**config.mk**
```make
export PLATFORM = sky130hd
export DESIGN_NAME = reorder_buffer
export DESIGN_NICKNAME = d
export VERILOG_FILES = /design/src/rtl/reorder_buffer_pkg.sv /design/src/rtl/reorder_buffer.sv
export SDC_FILE = /design/constraint.sdc
export NUM_CORES = 2
export LEC_CHECK = 0
export BUFFER_PORTS_ARGS = -buffer_cell sky130_fd_sc_hd__buf_2
export CORE_AREA = 2 2 497 499
export DETAILED_ROUTE_END_ITERATION = 6
export DIE_AREA = 0 0 499 501
export PLACE_DENSITY = 0.48
export SLEW_MARGIN = 20
export SYNTH_ARGS = -nofsm -noshare
export SYNTH_HDL_FRONTEND = slang
export SYNTH_SLANG_ARGS = --single-unit
```
**constraint.sdc**
```tcl
create_clock -name clk -period 9.3 [get_ports clk]
set_clock_uncertainty 0.15 [all_clocks]
set_input_delay 2.79 -clock clk [delete_from_list [all_inputs] [get_ports clk]]
set_output_delay 2.79 -clock clk [all_outputs]
set_load 0.01 [all_outputs]
```
**src/rtl/reorder_buffer_pkg.sv**
```systemverilog
// Shared constants, types and small helpers for the reorder buffer.
//
// ROB ids run 1..ROB_SIZE; id 0 (ZERO_ROB) means "no producer". Entries are
// stored at index id-1, so the helpers below convert between the external
// id space and the internal slot index space.
package reorder_buffer_pkg;

  localparam int ROB_SIZE = 16;
  localparam int IDX_W    = $clog2(ROB_SIZE);

  typedef logic [4:0]       rob_id_t;
  typedef logic [31:0]      data_t;
  typedef logic [31:0]      addr_t;
  typedef logic [4:0]       reg_pos_t;
  typedef logic [IDX_W-1:0] rob_idx_t;
  typedef logic [IDX_W:0]   rob_count_t;

  localparam rob_id_t    ZERO_ROB       = 5'd0;
  localparam rob_id_t    MAX_ROB_ID     = rob_id_t'(ROB_SIZE);
  localparam rob_idx_t   LAST_IDX       = rob_idx_t'(ROB_SIZE - 1);
  localparam rob_count_t FULL_COUNT     = rob_count_t'(ROB_SIZE);
  // Two slots of slack: one dispatch may already be in flight when fetch
  // sees the stop request.
  localparam rob_count_t FULL_THRESHOLD = rob_count_t'(ROB_SIZE - 2);
  localparam reg_pos_t   ZERO_REG       = 5'd0;

  // True when id names a real entry (not ZERO_ROB, not out of range).
  function automatic logic id_valid(input rob_id_t id);
    return (id != ZERO_ROB) && (id <= MAX_ROB_ID);
  endfunction

  function automatic rob_idx_t id_to_idx(input rob_id_t id);
    return rob_idx_t'(id - rob_id_t'(1));
  endfunction

  function automatic rob_id_t idx_to_id(input rob_idx_t idx);
    return rob_id_t'(idx) + rob_id_t'(1);
  endfunction

  function automatic rob_idx_t next_idx(input rob_idx_t idx);
    return (idx == LAST_IDX) ? '0 : idx + rob_idx_t'(1);
  endfunction

endpackage

```
**src/rtl/reorder_buffer.sv**
```systemverilog
// Circular reorder buffer.
//
// Allocates ROB ids to dispatched instructions, captures results from the
// RS and LS common data buses, answers operand-readiness queries and retires
// at most one entry per cycle in program order. A retiring jump whose actual
// direction differs from its prediction raises a one-cycle rollback and
// flushes every entry.
//
// Ports:
//   clk, rst                 clock, synchronous active-high reset
//   rdy                      global enable; low freezes all state and outputs
//   *_from_dsp               dispatch request and operand queries
//   rob_id_to_dsp            id the next dispatch receives
//   Q*_ready_to_dsp/V*_...   readiness/value of the queried producers
//   *_from_rs_cdb            RS result bus (also carries jump outcome)
//   *_from_ls_cdb            LS result bus
//   full_to_if               stop fetching
//   commit_*_to_reg          register-file commit pulse
//   commit_*_to_lsb          store commit pulse
//   rollback_flag, target_pc_to_if   flush broadcast and redirect pc
//   bp_ena, bp_pc, bp_taken  branch predictor update pulse
//
// Handshake: dispatch is valid-only. An asserted ena_from_dsp is accepted on
// the edge where rdy is high, unless a rollback is being decided or is being
// broadcast (wrong-path instruction), or the buffer holds ROB_SIZE entries and
// nothing retires that cycle. The dispatcher is expected to honour full_to_if,
// so the last case never happens in normal use. The CDBs are valid-only too.
module reorder_buffer
  import reorder_buffer_pkg::*;
(
  input  logic     clk,
  input  logic     rst,
  input  logic     rdy,

  input  logic     ena_from_dsp,
  input  reg_pos_t rd_from_dsp,
  input  logic     is_jump_from_dsp,
  input  logic     is_store_from_dsp,
  input  logic     predicted_jump_from_dsp,
  input  addr_t    pc_from_dsp,
  output rob_id_t  rob_id_to_dsp,

  input  rob_id_t  Q1_from_dsp,
  input  rob_id_t  Q2_from_dsp,
  output logic     Q1_ready_to_dsp,
  output logic     Q2_ready_to_dsp,
  output data_t    V1_result_to_dsp,
  output data_t    V2_result_to_dsp,

  input  logic     valid_from_rs_cdb,
  input  rob_id_t  rob_id_from_rs_cdb,
  input  data_t    result_from_rs_cdb,
  input  logic     jump_flag_from_rs_cdb,
  input  addr_t    target_pc_from_rs_cdb,

  input  logic     valid_from_ls_cdb,
  input  rob_id_t  rob_id_from_ls_cdb,
  input  data_t    result_from_ls_cdb,

  output logic     full_to_if,

  output logic     commit_ena_to_reg,
  output reg_pos_t commit_rd_to_reg,
  output data_t    commit_value_to_reg,
  output rob_id_t  commit_rob_id_to_reg,

  output logic     commit_store_to_lsb,
  output rob_id_t  commit_rob_id_to_lsb,

  output logic     rollback_flag,
  output addr_t    target_pc_to_if,

  output logic     bp_ena,
  output addr_t    bp_pc,
  output logic     bp_taken
);

  // Per-entry state, one register array per field.
  logic     busy_q         [ROB_SIZE];
  logic     ready_q        [ROB_SIZE];
  reg_pos_t rd_q           [ROB_SIZE];
  data_t    value_q        [ROB_SIZE];
  addr_t    pc_q           [ROB_SIZE];
  logic     is_jump_q      [ROB_SIZE];
  logic     is_store_q     [ROB_SIZE];
  logic     predicted_q    [ROB_SIZE];
  logic     actual_taken_q [ROB_SIZE];
  addr_t    target_pc_q    [ROB_SIZE];

  rob_idx_t   head_q;
  rob_idx_t   tail_q;
  rob_count_t count_q;

  logic commit_fire;
  logic mispredict;
  logic dispatch_fire;
  logic rs_hit;
  logic ls_hit;

  // ---------------------------------------------------------------------
  // Combinational decisions
  // ---------------------------------------------------------------------
  assign commit_fire = busy_q[head_q] && ready_q[head_q];
  assign mispredict  = commit_fire && is_jump_q[head_q] &&
                       (actual_taken_q[head_q] != predicted_q[head_q]);

  // A dispatch arriving while the flush is being decided or broadcast
  // belongs to the wrong path and is dropped.
  assign dispatch_fire = ena_from_dsp && !mispredict && !rollback_flag &&
                         ((count_q != FULL_COUNT) || commit_fire);

  assign rs_hit = valid_from_rs_cdb && id_valid(rob_id_from_rs_cdb) &&
                  busy_q[id_to_idx(rob_id_from_rs_cdb)];
  assign ls_hit = valid_from_ls_cdb && id_valid(rob_id_from_ls_cdb) &&
                  busy_q[id_to_idx(rob_id_from_ls_cdb)];

  assign rob_id_to_dsp = idx_to_id(tail_q);
  assign full_to_if    = (count_q >= FULL_THRESHOLD);

  // Operand queries read the stored state only; same-cycle CDB forwarding
  // is the dispatcher's job.
  always_comb begin
    Q1_ready_to_dsp  = 1'b0;
    V1_result_to_dsp = '0;
    if (id_valid(Q1_from_dsp)) begin
      Q1_ready_to_dsp  = ready_q[id_to_idx(Q1_from_dsp)];
      V1_result_to_dsp = value_q[id_to_idx(Q1_from_dsp)];
    end
  end

  always_comb begin
    Q2_ready_to_dsp  = 1'b0;
    V2_result_to_dsp = '0;
    if (id_valid(Q2_from_dsp)) begin
      Q2_ready_to_dsp  = ready_q[id_to_idx(Q2_from_dsp)];
      V2_result_to_dsp = value_q[id_to_idx(Q2_from_dsp)];
    end
  end

  // ---------------------------------------------------------------------
  // State update
  // ---------------------------------------------------------------------
  always_ff @(posedge clk) begin
    if (rst) begin
      for (int i = 0; i < ROB_SIZE; i++) begin
        busy_q[i]  <= 1'b0;
        ready_q[i] <= 1'b0;
      end
      head_q               <= '0;
      tail_q               <= '0;
      count_q              <= '0;
      commit_ena_to_reg    <= 1'b0;
      commit_rd_to_reg     <= '0;
      commit_value_to_reg  <= '0;
      commit_rob_id_to_reg <= '0;
      commit_store_to_lsb  <= 1'b0;
      commit_rob_id_to_lsb <= '0;
      rollback_flag        <= 1'b0;
      target_pc_to_if      <= '0;
      bp_ena               <= 1'b0;
      bp_pc                <= '0;
      bp_taken             <= 1'b0;
    end else if (rdy) begin
      // Pulses drop unless re-asserted below.
      commit_ena_to_reg   <= 1'b0;
      commit_store_to_lsb <= 1'b0;
      rollback_flag       <= 1'b0;
      bp_ena              <= 1'b0;

      // LS first so that the RS write wins when both buses name one entry.
      if (ls_hit) begin
        ready_q[id_to_idx(rob_id_from_ls_cdb)] <= 1'b1;
        value_q[id_to_idx(rob_id_from_ls_cdb)] <= result_from_ls_cdb;
      end
      if (rs_hit) begin
        ready_q[id_to_idx(rob_id_from_rs_cdb)]        <= 1'b1;
        value_q[id_to_idx(rob_id_from_rs_cdb)]        <= result_from_rs_cdb;
        actual_taken_q[id_to_idx(rob_id_from_rs_cdb)] <= jump_flag_from_rs_cdb;
        target_pc_q[id_to_idx(rob_id_from_rs_cdb)]    <= target_pc_from_rs_cdb;
      end

      if (commit_fire) begin
        busy_q[head_q] <= 1'b0;
        head_q         <= next_idx(head_q);
        if (is_store_q[head_q]) begin
          commit_store_to_lsb  <= 1'b1;
          commit_rob_id_to_lsb <= idx_to_id(head_q);
        end else begin
          if (rd_q[head_q] != ZERO_REG) begin
            commit_ena_to_reg    <= 1'b1;
            commit_rd_to_reg     <= rd_q[head_q];
            commit_value_to_reg  <= value_q[head_q];
            commit_rob_id_to_reg <= idx_to_id(head_q);
          end
          if (is_jump_q[head_q]) begin
            bp_ena   <= 1'b1;
            bp_pc    <= pc_q[head_q];
            bp_taken <= actual_taken_q[head_q];
          end
        end
      end

      // Written after the commit so that a full-wrap dispatch into the slot
      // being retired this cycle ends up busy.
      if (dispatch_fire) begin
        busy_q[tail_q]      <= 1'b1;
        ready_q[tail_q]     <= 1'b0;
        rd_q[tail_q]        <= rd_from_dsp;
        pc_q[tail_q]        <= pc_from_dsp;
        is_jump_q[tail_q]   <= is_jump_from_dsp;
        is_store_q[tail_q]  <= is_store_from_dsp;
        predicted_q[tail_q] <= predicted_jump_from_dsp;
        tail_q              <= next_idx(tail_q);
      end

      case ({dispatch_fire, commit_fire})
        2'b10:   count_q <= count_q + rob_count_t'(1);
        2'b01:   count_q <= count_q - rob_count_t'(1);
        default: count_q <= count_q;
      endcase

      // Flush overrides every pointer and entry update above.
      if (mispredict) begin
        for (int i = 0; i < ROB_SIZE; i++) begin
          busy_q[i]  <= 1'b0;
          ready_q[i] <= 1'b0;
        end
        head_q          <= '0;
        tail_q          <= '0;
        count_q         <= '0;
        rollback_flag   <= 1'b1;
        target_pc_to_if <= target_pc_q[head_q];
      end
    end
  end

endmodule

```
After elaboration in Yosys (flattened, before gate mapping)

Memories as Yosys holds them, arrays and structs flattened. A register that Yosys moved wholly into a read port is not among the register bits.
Index checks and enable logic that the tools add are counted.
W data, S select, Z words.

Bits in registers: 33
Latch bits: 0
RAM bits: 1712
Bits in read-only memories: 0
Input port bits: 163
Output and inout port bits: 188
Word-level logic and storage cells: 407
Memories: 10

$add $sub $neg: 10
$mul: 0
Div/mod/pow operators: 0
Magnitude comparators: 5
Equality and inequality tests: 54
Shift operators: 0
Muxes and demuxes: 103
Bitwise operators: 177
Reduce and logical (&&, ||, !) cells: 37

Memory list:

| name           | depth | width | rd ports | clocked after memory_dff | write ports | line                 | text |
|---|---|---|---|---|---|---|---|
| pc_q           | 16    | 32    | 1        | 1                        | 1           | reorder_buffer.sv:83 | `addr_t pc_q [ROB_SIZE];` |
| target_pc_q    | 16    | 32    | 1        | 1                        | 1           | reorder_buffer.sv:88 | `addr_t target_pc_q [ROB_SIZE];` |
| value_q        | 16    | 32    | 3        | 1                        | 2           | reorder_buffer.sv:82 | `data_t value_q [ROB_SIZE];` |
| rd_q           | 16    | 5     | 1        | 1                        | 1           | reorder_buffer.sv:81 | `reg_pos_t rd_q [ROB_SIZE];` |
| actual_taken_q | 16    | 1     | 1        | 1                        | 1           | reorder_buffer.sv:87 | `logic actual_taken_q [ROB_SIZE];` |
| busy_q         | 16    | 1     | 3        | 1                        | 16          | reorder_buffer.sv:79 | `logic busy_q [ROB_SIZE];` |
| +4 memories    | n/a   | n/a   | n/a      | n/a                      | n/a         | n/a                  |  |

Operators with widths:

| cell                  | number |
|---|---|
| $eq A4 B4 Y1 const B  | 50 |
| $mux W4               | 25 |
| $and A1 B1 Y1         | 96 |
| $mux W1               | 74 |
| $mux W32              | 2 |
| $not A1 Y1            | 49 |
| $or A1 B1 Y1          | 32 |
| $reduce_bool A5 Y1    | 5 |
| $le A5 B5 Y1 const B  | 4 |
| $sub A4 B1 Y4 const B | 4 |
| $logic_and A1 B1 Y1   | 14 |
| $add A4 B1 Y5 const B | 2 |
| $pmux W5 S2           | 1 |
| $add A4 B1 Y4 const B | 2 |
| $reduce_and A2 Y1     | 4 |
| $reduce_and A4 Y1     | 2 |
| $add A5 B1 Y5 const B | 1 |
| $ge A5 B4 Y1 const B  | 1 |
| $mux W5               | 1 |
| $ne A5 B5 Y1 const B  | 1 |
| $reduce_or A1 Y1      | 5 |
| $sub A5 B1 Y5 const B | 1 |
| $reduce_bool A2 Y1    | 2 |
| $reduce_and A3 Y1     | 1 |
| 6 further kinds       | 7 |

Longest topological paths before layout

Depth in word-level cells: 27
Depth in mapped cells: 15

Least setup slack after synthesis

No wires, ideal clock.

Kind: input -> output
Start point: in Q2_from_dsp[0]
End point: out V2_result_to_dsp[14]
Data arrival time: 6.130 ns
Required time: 6.360 ns
Path slack: 0.230 ns
Stages: 10
Cells stage by stage: clkbuf_1 -> clkbuf_1 -> buf_1 -> inv_1 -> ha_1 -> xnor2_1 -> clkbuf_1 -> buf_1 -> mux2i_1 -> a211oi_1

Word-level cells in the longest chain between the ends: 3
Elaborated cells on any way between the ends: 6
Those cells by class: 1 x add/sub; 1 x order compare; 1 x mux; 2 x reduce/logical; 1 x memory

Ends and longest elaborated chain:

| element                                                | line                     | text |
|---|---|---|
| start, declared                                        | reorder_buffer.sv:44     | `input rob_id_t Q2_from_dsp,` |
| $sub A4 B1 Y4, or another cell as far along            | reorder_buffer_pkg.sv:33 | `return rob_idx_t'(id - rob_id_t'(1));` |
| $mem_v2 Z16 W32 or $logic_and A1 B1 Y1 (tied branches) | n/a                      |  |
| $mux W32 (*)                                           | reorder_buffer.sv:134    | `if (id_valid(Q2_from_dsp)) begin` |
| end, declared                                          | reorder_buffer.sv:48     | `output data_t V2_result_to_dsp,` |

Every way passes the cells marked *; elsewhere a longest branch is shown, timed or not.

Final worst setup path

Start point: in Q1_from_dsp[0]
End point: out Q1_ready_to_dsp

Word-level cells in the longest chain between the ends: 3
Elaborated cells on any way between the ends: 6
Those cells by class: 1 x add/sub; 1 x order compare; 1 x mux; 2 x reduce/logical; 1 x memory

Ends and longest elaborated chain:

| element                                               | line                     | text |
|---|---|---|
| start, declared                                       | reorder_buffer.sv:43     | `input rob_id_t Q1_from_dsp,` |
| $sub A4 B1 Y4, or another cell as far along           | reorder_buffer_pkg.sv:33 |  |
| $mem_v2 Z16 W1 or $logic_and A1 B1 Y1 (tied branches) | n/a                      |  |
| $mux W1 (*)                                           | reorder_buffer.sv:125    | `if (id_valid(Q1_from_dsp)) begin` |
| end, declared                                         | reorder_buffer.sv:45     | `output logic Q1_ready_to_dsp,` |

Marks and branches as above.

==> run_results.csv <==
group,metric,value,unit
outcome,status,"finished clean",
place,pre_cts_slack,799.1,ps
clock_network,cts_buffers,208,
global_routing,grt_pass1_wl,390600,µm
logic_synthesis,synthFlopType,"edfxtp_1",
detailed_routing,post_drt_via_cell_ratio,5.759,
sta,rsz0062_at_grt,"no",
place,dp.cells,7947,
sta,relSlewSlack,0.2259,
final_layout,area_growth_syn_to_layout,15.21,%
sta,hold_viol,0,
worst_hold_path,hp-start,"commit_store_to_lsb",
power,swShare,0.2258,
logic_synthesis,async_reset_ff_frac,0,
global_routing,grt-ovfl-total,0,
detailed_routing,postRouteAntennaNets,0,
clock_network,root_buffer,"clkbuf_16",
final_layout,fin_area,98180,µm²
logic_synthesis,synth_edf_count,1680,
place,numPortBuffers,350,
run,cap_violations,0,
place,gp_congestion,0.7784,
clock_network,clock_latency,890,ps
critical_path,r2r-end,"pc_q[12][28]",
global_routing,antenna_found_initial,60,
critical_path,r2r_cells,9,
final_layout,fin_cells,8354,
detailed_routing,drt_iter0_markers,4729,
floorplan,die-area,250000,µm²
logic_synthesis,yosysTopAreaCell,"edfxtp_1",
sta,max_freq,0.1177,GHz
logic_synthesis,syn_area_per_cell,18.34,µm²
clock_network,cts_tree,"built",
sta,drv_slew,0,
clock_network,post_cts_buffers,0,
detailed_routing,wl_met3,17120,µm
clock_network,clk_path_buf_depth,3,
detailed_routing,wl_met2,133100,µm
critical_path,cp.arrival,5550,ps
clock_network,h-tree-depth,4,
critical_path,worst-r2r-setup-slack,3470,ps
logic_synthesis,syn-num-nets,4835,
power,comb_power_share,0.052,
detailed_routing,drc_errors,0,
detailed_routing,highest_layer,"met5",
power,pwr_density_cell,187.9,nW/µm²
sta,tns,0,ps
worst_hold_path,hold_path.class,"reg2reg",
final_layout,drive_above_1_share,0.4057,
critical_path,start_kind,"input pin",
detailed_routing,wire_per_inst,33.32,µm
critical_path,crit_path_max_fanout,28,
global_routing,track_usage,0.2200,
final_layout,nNetsFinal,5126,
sta,finalCritPeriodShare,0.9132,
floorplan,initial_utilization,0.3481,
logic_synthesis,yosysWarningCount,0,
floorplan,die_h,501,µm
global_routing,first_global_vias,49080,
floorplan,ios,351,
floorplan,die_x,499,µm
worst_hold_path,min_to,"commit_store_to_lsb",
power,p_leak,31.38,nW
logic_synthesis,synth_cells,4646,
place,hpwl,151800,µm
sta,setup_viol,0,
logic_synthesis,post-synth-top-area-fraction,0.5920,
floorplan,coreArea,244800,µm²
detailed_routing,finalWirelength,278400,µm
sta,fin_ws,806.9,ps
clock_network,numClockSinks,1845,
final_layout,final_core_util,0.4011,
power,p_int,14.28,mW
logic_synthesis,ys_seq_area_frac,0.6308,
worst_hold_path,holdPathStages,2,
sta,post-route-min-period,8493,ps
critical_path,cp.required,6360,ps
clock_network,path_clk_slew,50,ps
critical_path,critPathKind,"in2out",
logic_synthesis,yosysUniqueCellTypes,65,
power,p_seq_frac,0.491,
logic_synthesis,netlist_top_cells_area,"edfxtp_1, mux4_2, mux2_2",
place,placed_area,91100,µm²
logic_synthesis,syn_area,85220,µm²
detailed_routing,wirelength_met1,121000,µm
logic_synthesis,ys_seq_elements,1845,
power,p_sw,4.166,mW
final_layout,largestRegisters,"pc_q x512, target_pc_q x512, value_q x512",
power,irDropWorstVdd,0.1676,mV
clock_network,cts_hold_repair.buffers,0,
power,power_frac_clock,0.457,
detailed_routing,drt_pass1_iterations,6,
floorplan,row_count,182,
clock_network,cts_resized,0,
sta,worst_pin_slew,1159,ps
global_routing,grt_max_degree,143,
critical_path,end_kind,"primary output",
detailed_routing,num_vias,48110,
## cell type report
class | count | area [µm²]
antenna | 17 | 42.54
clock buffer | 284 | 5660
clock inverter | 106 | 1373
fill | 22110 | 146600
inverter | 37 | 146.4
multi-input combinational | 2370 | 30170
sequential | 1845 | 53770
tap | 3220 | 4029
timing repair buffer | 475 | 2987
## synthesized netlist by cell type, types with 22 or more instances
cell type,instances
a211oi_1,133
a22o_1,32
buf_1,83
buf_2,24
clkbuf_1,268
dfxtp_1,165
edfxtp_1,1680
ha_1,25
inv_1,37
mux2_2,417
mux2i_1,145
mux4_2,789
nand2_1,351
nand3_1,40
nor2_1,114
nor2b_1,83
o21ai_0,22
## worst max path at each step
stage | startpoint | slack (ps) | end
global route | Q1_from_dsp[0] | 780 | V1_result_to_dsp[1]
CTS | Q1_from_dsp[0] | 800 | Q1_ready_to_dsp
floorplan | Q2_from_dsp[0] | 230 | V2_result_to_dsp[14]
finish | Q1_from_dsp[0] | 810 | Q1_ready_to_dsp
detailed placement | Q1_from_dsp[0] | 800 | Q1_ready_to_dsp
global placement | Q1_from_dsp[0] | 760 | Q1_ready_to_dsp
## routing by layer
layer / GRT usage / vias to the layer above
li1: - / 19780
met1: 0.3054 / 26180
met2: 0.3534 / 1699
met3: 0.04296 / 424
met4: 0.05968 / 32
met5: 0 / -
## stage by stage
stage	power, mW	hold WS (ps)
6_report	18.45	308.8
5_1_grt	19.03	343.2
4_1_cts	18.65	307.6
3_5_place_dp	10.19	299.4
3_3_place_gp	10.18	295.8
2_1_floorplan	9.781	304.9
## cells by family after synthesis
logic type	count (synthesis)	share of synthesized area
mux	1352	0.2810
flops	1845	0.6308
xor+xnor	17	0.001747
buf+inv	431	0.02048
simple gates	692	0.03745
fa+ha+maj	26	0.003906
compound gates	283	0.02470
## critical path, stage by stage
cell	delay, ps
buf_8	320
inv_1	160
ha_4	460
buf_12	260
mux4_2	220
nor2b_1	120
a211oi_1	60
a211oi_1	850
buf_2	280
## placed cells by master (no fill, tap or decap), types with 83 or more instances in the layout
cell       synthesis  final
edfxtp_1        1680   1680
mux4_2           789    789
mux2_2           417    417
buf_2             24    347
nand2_1          351    340
clkbuf_16          0    208
dfxtp_1          165    159
mux2i_1          145    145
a211oi_1         133    132
nor2_1           114    105
buf_4             12    104
nor2b_1           83     83
## power groups by stage
stage / registers [mW] / logic, mW / clock network [mW]
2_1_floorplan: 9.23 / 0.549 / 0
5_1_grt: 9.05 / 1.02 / 8.96
3_3_place_gp: 9.23 / 0.949 / 0
4_1_cts: 9.05 / 0.961 / 8.64
3_5_place_dp: 9.23 / 0.959 / 0
6_report: 9.06 / 0.956 / 8.44
(Power assumes the default switching activity.)
